## src/rtl/rv32i_mem_arbiter_if.sv

```systemverilog
// Bus bundle for rv32i_mem_arbiter: fetch port, load/store port, external
// memory port and the busy flag.
//   slave  : arbiter side (takes requests, drives memory, returns acks)
//   master : environment side (requesters and memory model)
interface rv32i_mem_arbiter_if;
  // fetch port
  logic        if_req;
  logic [31:0] if_addr;
  logic [31:0] if_rdata;
  logic        if_ack;
  logic        if_err;
  // load/store port
  logic        d_req;
  logic        d_we;
  logic [31:0] d_addr;
  logic [1:0]  d_width;
  logic        d_unsigned;
  logic [31:0] d_wdata;
  logic [31:0] d_rdata;
  logic        d_ack;
  logic        d_err;
  // external memory port
  logic        mem_req;
  logic        mem_we;
  logic [31:0] mem_addr;
  logic [3:0]  mem_be;
  logic [31:0] mem_wdata;
  logic [31:0] mem_rdata;
  logic        mem_ack;
  // status
  logic        busy;

  modport slave (
    input  if_req, if_addr, d_req, d_we, d_addr, d_width, d_unsigned, d_wdata,
           mem_rdata, mem_ack,
    output if_rdata, if_ack, if_err, d_rdata, d_ack, d_err,
           mem_req, mem_we, mem_addr, mem_be, mem_wdata, busy
  );

  modport master (
    output if_req, if_addr, d_req, d_we, d_addr, d_width, d_unsigned, d_wdata,
           mem_rdata, mem_ack,
    input  if_rdata, if_ack, if_err, d_rdata, d_ack, d_err,
           mem_req, mem_we, mem_addr, mem_be, mem_wdata, busy
  );
endinterface

```

## src/rtl/rv32i_mem_arbiter.sv

```systemverilog
// Shares one external memory port between instruction fetch and load/store.
// One transaction at a time; arbitration happens only in IDLE. Generates byte
// enables and lane-replicated store data, aligns and extends load data, and
// reports misaligned accesses and memory timeouts as errors.
// Ports:
//   clk   : clock
//   reset : synchronous active-high reset
//   bus   : rv32i_mem_arbiter_if.slave (fetch, data, memory ports, busy)
// Parameters:
//   DATA_PRIORITY  : 1 = data wins ties, 0 = round-robin on last grant
//   TIMEOUT_CYCLES : memory wait cycles before a bus error (1..255)
module rv32i_mem_arbiter #(
  parameter bit          DATA_PRIORITY  = 1'b1,
  parameter int unsigned TIMEOUT_CYCLES = 255
) (
  input  logic                clk,
  input  logic                reset,
  rv32i_mem_arbiter_if.slave  bus
);

  typedef enum logic [2:0] {S_IDLE, S_FETCH, S_DATA, S_ERR, S_RESP} state_e;

  localparam logic [7:0] TO_LIMIT = 8'(TIMEOUT_CYCLES);

  state_e      state_q, state_d;
  logic        gnt_data_q, gnt_data_d;    // 1 = current transaction is data
  logic        last_data_q, last_data_d;  // 1 = last grant went to data
  logic        err_q, err_d;
  logic        we_q, we_d;
  logic        uns_q, uns_d;
  logic [1:0]  width_q, width_d;
  logic [1:0]  off_q, off_d;
  logic [7:0]  cnt_q, cnt_d;
  logic        mem_req_q, mem_req_d;
  logic        mem_we_q, mem_we_d;
  logic [31:0] mem_addr_q, mem_addr_d;
  logic [3:0]  mem_be_q, mem_be_d;
  logic [31:0] mem_wdata_q, mem_wdata_d;
  logic [31:0] if_rdata_q, if_rdata_d;
  logic [31:0] d_rdata_q, d_rdata_d;

  logic        pick_data;
  logic        misaligned;
  logic [7:0]  cnt_inc;
  logic [31:0] shifted;
  logic [31:0] load_data;

  // Load alignment: move the addressed byte/halfword to bit 0, then extend.
  always_comb begin
    shifted   = bus.mem_rdata >> {off_q, 3'b000};
    load_data = shifted;
    case (width_q)
      2'd0:    load_data = uns_q ? {24'h0, shifted[7:0]}
                                 : {{24{shifted[7]}}, shifted[7:0]};
      2'd1:    load_data = uns_q ? {16'h0, shifted[15:0]}
                                 : {{16{shifted[15]}}, shifted[15:0]};
      default: load_data = shifted;
    endcase
  end

  assign cnt_inc = cnt_q + 8'd1;

  always_comb begin
    state_d     = state_q;
    gnt_data_d  = gnt_data_q;
    last_data_d = last_data_q;
    err_d       = err_q;
    we_d        = we_q;
    uns_d       = uns_q;
    width_d     = width_q;
    off_d       = off_q;
    cnt_d       = cnt_q;
    mem_req_d   = mem_req_q;
    mem_we_d    = mem_we_q;
    mem_addr_d  = mem_addr_q;
    mem_be_d    = mem_be_q;
    mem_wdata_d = mem_wdata_q;
    if_rdata_d  = if_rdata_q;
    d_rdata_d   = d_rdata_q;
    pick_data   = 1'b0;
    misaligned  = 1'b0;

    case (state_q)
      S_IDLE: begin
        if (bus.if_req || bus.d_req) begin
          pick_data   = bus.d_req &&
                        (!bus.if_req || DATA_PRIORITY || !last_data_q);
          gnt_data_d  = pick_data;
          last_data_d = pick_data;
          cnt_d       = '0;
          err_d       = 1'b0;
          if (pick_data) begin
            misaligned = (bus.d_width == 2'd3) ||
                         (bus.d_width == 2'd1 && bus.d_addr[0]) ||
                         (bus.d_width == 2'd2 && bus.d_addr[1:0] != 2'b00);
            we_d    = bus.d_we;
            uns_d   = bus.d_unsigned;
            width_d = bus.d_width;
            off_d   = bus.d_addr[1:0];
          end else begin
            misaligned = (bus.if_addr[1:0] != 2'b00);
            we_d    = 1'b0;
            uns_d   = 1'b0;
            width_d = 2'd2;
            off_d   = bus.if_addr[1:0];
          end
          if (misaligned) begin
            state_d = S_ERR;
          end else begin
            state_d   = pick_data ? S_DATA : S_FETCH;
            mem_req_d = 1'b1;
            if (pick_data) begin
              mem_addr_d = {bus.d_addr[31:2], 2'b00};
              mem_we_d   = bus.d_we;
              case (bus.d_width)
                2'd0: begin
                  mem_be_d    = 4'b0001 << bus.d_addr[1:0];
                  mem_wdata_d = {4{bus.d_wdata[7:0]}};
                end
                2'd1: begin
                  mem_be_d    = bus.d_addr[1] ? 4'b1100 : 4'b0011;
                  mem_wdata_d = {2{bus.d_wdata[15:0]}};
                end
                default: begin
                  mem_be_d    = 4'b1111;
                  mem_wdata_d = bus.d_wdata;
                end
              endcase
            end else begin
              mem_addr_d  = {bus.if_addr[31:2], 2'b00};
              mem_we_d    = 1'b0;
              mem_be_d    = 4'b1111;
              mem_wdata_d = '0;
            end
          end
        end
      end

      S_FETCH, S_DATA: begin
        // A mem_ack arriving on the expiry cycle still completes normally.
        if (bus.mem_ack) begin
          state_d   = S_RESP;
          mem_req_d = 1'b0;
          err_d     = 1'b0;
          if (gnt_data_q) d_rdata_d  = we_q ? '0 : load_data;
          else            if_rdata_d = bus.mem_rdata;
        end else if (cnt_inc == TO_LIMIT) begin
          state_d   = S_RESP;
          mem_req_d = 1'b0;
          err_d     = 1'b1;
          if (gnt_data_q) d_rdata_d  = '0;
          else            if_rdata_d = '0;
        end else begin
          cnt_d = cnt_inc;
        end
      end

      S_ERR: begin
        state_d = S_RESP;
        err_d   = 1'b1;
        if (gnt_data_q) d_rdata_d  = '0;
        else            if_rdata_d = '0;
      end

      S_RESP: state_d = S_IDLE;

      default: state_d = S_IDLE;
    endcase
  end

  always_ff @(posedge clk) begin
    if (reset) begin
      state_q     <= S_IDLE;
      gnt_data_q  <= 1'b0;
      last_data_q <= 1'b1;
      err_q       <= 1'b0;
      we_q        <= 1'b0;
      uns_q       <= 1'b0;
      width_q     <= '0;
      off_q       <= '0;
      cnt_q       <= '0;
      mem_req_q   <= 1'b0;
      mem_we_q    <= 1'b0;
      mem_addr_q  <= '0;
      mem_be_q    <= '0;
      mem_wdata_q <= '0;
      if_rdata_q  <= '0;
      d_rdata_q   <= '0;
    end else begin
      state_q     <= state_d;
      gnt_data_q  <= gnt_data_d;
      last_data_q <= last_data_d;
      err_q       <= err_d;
      we_q        <= we_d;
      uns_q       <= uns_d;
      width_q     <= width_d;
      off_q       <= off_d;
      cnt_q       <= cnt_d;
      mem_req_q   <= mem_req_d;
      mem_we_q    <= mem_we_d;
      mem_addr_q  <= mem_addr_d;
      mem_be_q    <= mem_be_d;
      mem_wdata_q <= mem_wdata_d;
      if_rdata_q  <= if_rdata_d;
      d_rdata_q   <= d_rdata_d;
    end
  end

  assign bus.mem_req   = mem_req_q;
  assign bus.mem_we    = mem_we_q;
  assign bus.mem_addr  = mem_addr_q;
  assign bus.mem_be    = mem_be_q;
  assign bus.mem_wdata = mem_wdata_q;
  assign bus.if_rdata  = if_rdata_q;
  assign bus.d_rdata   = d_rdata_q;
  assign bus.if_ack    = (state_q == S_RESP) && !gnt_data_q;
  assign bus.d_ack     = (state_q == S_RESP) &&  gnt_data_q;
  assign bus.if_err    = (state_q == S_RESP) && !gnt_data_q && err_q;
  assign bus.d_err     = (state_q == S_RESP) &&  gnt_data_q && err_q;
  assign bus.busy      = (state_q != S_IDLE);

endmodule

```

## src/flat_wrapper.sv

```systemverilog
// flat-port wrapper written by rule: the top's interface ports become plain ports
module rv32i_mem_arbiter_flat 
#(
  parameter bit          DATA_PRIORITY  = 1'b1,
  parameter int unsigned TIMEOUT_CYCLES = 255
)
  (clk, reset, bus_if_req, bus_if_addr, bus_d_req, bus_d_we, bus_d_addr, bus_d_width, bus_d_unsigned, bus_d_wdata, bus_mem_rdata, bus_mem_ack, bus_if_rdata, bus_if_ack, bus_if_err, bus_d_rdata, bus_d_ack, bus_d_err, bus_mem_req, bus_mem_we, bus_mem_addr, bus_mem_be, bus_mem_wdata, bus_busy);
  rv32i_mem_arbiter_if bus_i ();
  input  logic clk;
  input  logic reset;
  input wire logic [$bits(bus_i.if_req)-1:0] bus_if_req;
  input wire logic [$bits(bus_i.if_addr)-1:0] bus_if_addr;
  input wire logic [$bits(bus_i.d_req)-1:0] bus_d_req;
  input wire logic [$bits(bus_i.d_we)-1:0] bus_d_we;
  input wire logic [$bits(bus_i.d_addr)-1:0] bus_d_addr;
  input wire logic [$bits(bus_i.d_width)-1:0] bus_d_width;
  input wire logic [$bits(bus_i.d_unsigned)-1:0] bus_d_unsigned;
  input wire logic [$bits(bus_i.d_wdata)-1:0] bus_d_wdata;
  input wire logic [$bits(bus_i.mem_rdata)-1:0] bus_mem_rdata;
  input wire logic [$bits(bus_i.mem_ack)-1:0] bus_mem_ack;
  output wire logic [$bits(bus_i.if_rdata)-1:0] bus_if_rdata;
  output wire logic [$bits(bus_i.if_ack)-1:0] bus_if_ack;
  output wire logic [$bits(bus_i.if_err)-1:0] bus_if_err;
  output wire logic [$bits(bus_i.d_rdata)-1:0] bus_d_rdata;
  output wire logic [$bits(bus_i.d_ack)-1:0] bus_d_ack;
  output wire logic [$bits(bus_i.d_err)-1:0] bus_d_err;
  output wire logic [$bits(bus_i.mem_req)-1:0] bus_mem_req;
  output wire logic [$bits(bus_i.mem_we)-1:0] bus_mem_we;
  output wire logic [$bits(bus_i.mem_addr)-1:0] bus_mem_addr;
  output wire logic [$bits(bus_i.mem_be)-1:0] bus_mem_be;
  output wire logic [$bits(bus_i.mem_wdata)-1:0] bus_mem_wdata;
  output wire logic [$bits(bus_i.busy)-1:0] bus_busy;
  assign bus_i.if_req = bus_if_req;
  assign bus_i.if_addr = bus_if_addr;
  assign bus_i.d_req = bus_d_req;
  assign bus_i.d_we = bus_d_we;
  assign bus_i.d_addr = bus_d_addr;
  assign bus_i.d_width = bus_d_width;
  assign bus_i.d_unsigned = bus_d_unsigned;
  assign bus_i.d_wdata = bus_d_wdata;
  assign bus_i.mem_rdata = bus_mem_rdata;
  assign bus_i.mem_ack = bus_mem_ack;
  assign bus_if_rdata = bus_i.if_rdata;
  assign bus_if_ack = bus_i.if_ack;
  assign bus_if_err = bus_i.if_err;
  assign bus_d_rdata = bus_i.d_rdata;
  assign bus_d_ack = bus_i.d_ack;
  assign bus_d_err = bus_i.d_err;
  assign bus_mem_req = bus_i.mem_req;
  assign bus_mem_we = bus_i.mem_we;
  assign bus_mem_addr = bus_i.mem_addr;
  assign bus_mem_be = bus_i.mem_be;
  assign bus_mem_wdata = bus_i.mem_wdata;
  assign bus_busy = bus_i.busy;
  rv32i_mem_arbiter #(.DATA_PRIORITY(DATA_PRIORITY), .TIMEOUT_CYCLES(TIMEOUT_CYCLES)) u_core (.clk(clk), .reset(reset), .bus(bus_i));
endmodule
```

## config.mk

```make
export PLATFORM = sky130hd
export DESIGN_NAME = rv32i_mem_arbiter_flat
export DESIGN_NICKNAME = d
export VERILOG_FILES = /design/src/rtl/rv32i_mem_arbiter_if.sv /design/src/rtl/rv32i_mem_arbiter.sv /design/src/flat_wrapper.sv
export SDC_FILE = /design/constraint.sdc
export NUM_CORES = 1
export LEC_CHECK = 0
export ABC_AREA = 1
export CORE_ASPECT_RATIO = 0.9
export CORE_MARGIN = 8
export CORE_UTILIZATION = 25
export CTS_CLUSTER_DIAMETER = 120
export CTS_CLUSTER_SIZE = 28
export DETAILED_ROUTE_END_ITERATION = 10
export PLACE_DENSITY = 0.52
export SLEW_MARGIN = 10
export SYNTH_ARGS = -nofsm -noshare
export SYNTH_HDL_FRONTEND = slang
export SYNTH_SLANG_ARGS = --single-unit
```

## constraint.sdc

```tcl
create_clock -name clk -period 3.82 [get_ports clk]
set_input_delay 0.382 -clock clk [delete_from_list [all_inputs] [get_ports clk]]
set_output_delay 0.382 -clock clk [all_outputs]
set_load 0.01 [all_outputs]
```

==> out/qor.yml <==
power:
  powerDensity_nw_per_um2: 544
  power_mw: 6.34
  max-vdd-ir-drop_v: 0.000290
  p_leak_nw: 4.58
cts:
  cts_tree: "yes"
  root_buffer: "clkbuf_16"
  cts-resized-gates: 0
  clk_latency_ps: 430
  clkTransAtPathRegs_ps: 70
  hold_buffers: 0
  post_cts_buffers: 0
  cts.sinks: 151
  htreeDepth: 4
  cts_made_buffers: 17
  clockBufferDepth: 2
hold_path:
  hold_class: "reg2reg"
  whs_path_depth: 2
  min-delay-start: "u_core.bus.if_rdata[22]$_SDFFE_PP0P_"
  whs_endpoint: "u_core.bus.if_rdata[22]$_SDFFE_PP0P_"
synth:
  synthArstFlopShare_pct: 0
  synth-edff-count: 0
  synth.distinct_cells: 36
  ys_seq_area_share_pct: 37.2
  synth_top_area_cell: "dfxtp_1"
  syn_area_um2: 8120
  yosys-top-cells-area: "dfxtp_1, nand2_1, o21ai_0"
  ys_seq_elements: 151
  synth.most_common_cell: "nand2_1"
  ys.warnings.count: 0
  synthTopCellsByCount: "nand2_1, dfxtp_1, o21ai_0"
  yosys_most_used_dff: "dfxtp_1"
  synth_area_per_cell_um2: 6.57
  synth_top_area_share_pct: 37.2
  synth_cells: 1237
route:
  dr.pass1.iters: 5
  viasPerCell: 4.86
  wl_per_cell_um: 17.7
  drc: 0
  postRouteAntennaNets: 0
  drt-total-wl_mm: 33.2
  vias: 9113
  drt_iter0_drc: 678
global_route:
  grt_pass1_wl_mm: 51.2
  grt_start_max_net_pins: 106
  grt_usage_pct: 16.6
  antenna_found_initial: 0
  overflow: 0
  grt_pass1_vias: 8739
timing:
  setup_viol: 0
  hold_violations: 0
  relSlewSlack_pct: 46.2
  finalMaxSlewViolations: 0
  fin_crit_ps: 2470
  skew_ps: 10.9
  rsz0062_at_grt: "false"
  layout_setup_ws_ps: 1350
  min_period_over_period_pct: 64.6
  hold_slack_ps: 464
  fmax_ghz: 0.405
  tightest_slew_ps: 801
  setup_tns_ps: 0
floorplan:
  die_h_um: 187
  die-area_um2: 38500
  coreArea_um2: 32000
  pin_count: 276
  rows: 62
  die_w_um: 206
  start_util_pct: 25.4
critical_path:
  critPathMaxFanout: 105
  start_kind: "input port"
  reg2reg_setup_slack_ps: 1360
  crit_path_end_kind: "flip-flop"
  worst_r2r_endpoint: "u_core.bus.if_rdata[26]$_SDFFE_PP0P_"
  cp.arrival_ps: 2780
  crit_type: "in2reg"
  reg2regPathDepth: 9
  r2r_start: "u_core.state_q[1]$_SDFFE_PP0P_"
  required_ps: 4140
cells_and_area:
  drive_above_1_share_pct: 5.62
  syn_to_final_growth_pct: 43.4
  fin_nets: 1585
  stdcell_area_um2: 11700
  fin_util_pct: 36.5
  n_antenna_cell: 0
  multi_input_area_um2: 4350
  seq_area_um2: 3020
  nFillCells: 3407
  finalNonFillerCells: 1875
place:
  place_inst: 1843
  place_ws_ps: 924
  placed_area_um2: 11100
  portBuffers: 273
  gp_congestion: 0.857
  post-dp-hpwl_mm: 23.8
run:
  cap_violations: 0
run_status:
  status: "completed"
## power breakdown
| group | switching, mW | total, mW | internal, mW | leakage (nW) |
|---|---|---|---|---|
| sequential | 0.233 | 2.11 | 1.88 | 1.24 |
| clock | 0.761 | 1.77 | 1.01 | 0.294 |
| combinational | 1.40 | 2.46 | 1.06 | 3.05 |
## cell families after synthesis
kind of cell | count (synthesis) | synth area share, %
adder cells (fa/ha/maj) | 2 | 0.308
AND/OR/NAND/NOR | 585 | 31.0
XOR/XNOR | 1 | 0.108
flip-flops | 151 | 37.2
buffers and inverters | 174 | 9.55
AO/OA/AOI/OAI | 323 | 21.8
other | 1 | 0.0462
## state kept, by name, indices dropped and copies added, names as in the netlist, 2 cells and up
| name | count |
|---|---|
| u_core.bus.mem_addr | 30 |
| u_core.cnt_q | 8 |
| u_core.bus.mem_be | 4 |
| u_core.state_q | 3 |
| u_core.off_q | 2 |
| u_core.bus.mem_wdata | 32 |
| u_core.width_q | 2 |
| u_core.bus.d_rdata | 32 |
| u_core.bus.if_rdata | 32 |
## worst max-delay path by stage
stage	from	to	cells after the start
final	bus_d_width[1]	u_core.bus.mem_wdata[15]$_SDFFE_PP0P_	11
after global routing	u_core.state_q[0]$_SDFFE_PP0P_	u_core.bus.if_rdata[25]$_SDFFE_PP0P_	9
after CTS	u_core.state_q[0]$_SDFFE_PP0P_	u_core.bus.if_rdata[24]$_SDFFE_PP0P_	9
after detailed placement	bus_d_width[1]	u_core.bus.mem_wdata[15]$_SDFFE_PP0P_	11
after global placement	bus_d_width[1]	u_core.bus.mem_wdata[19]$_SDFFE_PP0P_	11
after floorplan	u_core.cnt_q[1]$_SDFFE_PP0P_	u_core.state_q[0]$_SDFFE_PP0P_	11
## placed cells by master, fill, tap and decap left out, types with 7 or more instances in the layout
master,n
o22ai_1,8
inv_1,62
buf_4,16
nand2_1,284
inv_2,7
dfxtp_1,151
nand4_1,28
clkdlybuf4s50_1,273
nand3_1,124
a32oi_1,7
o21ai_0,144
nor2_1,118
a31oi_1,30
o211a_1,11
a21oi_1,114
clkbuf_16,17
nor3_1,9
## layout make-up
| cell class | count | share of cell area [%] |
|---|---|---|
| clock buffers | 19 | 3.89 |
| clock inverters | 13 | 1.23 |
| inverters | 72 | 2.33 |
| multi-input cells | 913 | 37.3 |
| flip-flops and latches | 151 | 25.9 |
| well taps | 416 | 4.47 |
| repair buffers | 291 | 24.8 |
## worst max-delay path: stages
cell	delay, ps
clkdlybuf4s50_1	630
inv_2	170
nand2_4	90
nand2_1	60
nand3_1	80
nand2_1	330
nand2_4	220
inv_2	110
buf_12	330
o21ai_0	170
o211a_1	150
## routing by layer
layer  track usage, %  wire length (µm)
met5                0                 0
met4             3.17               255
met3             7.01              3410
met2             25.9             14500
met1             21.2             14900
Note: power is estimated with default switching activity, not from simulation.
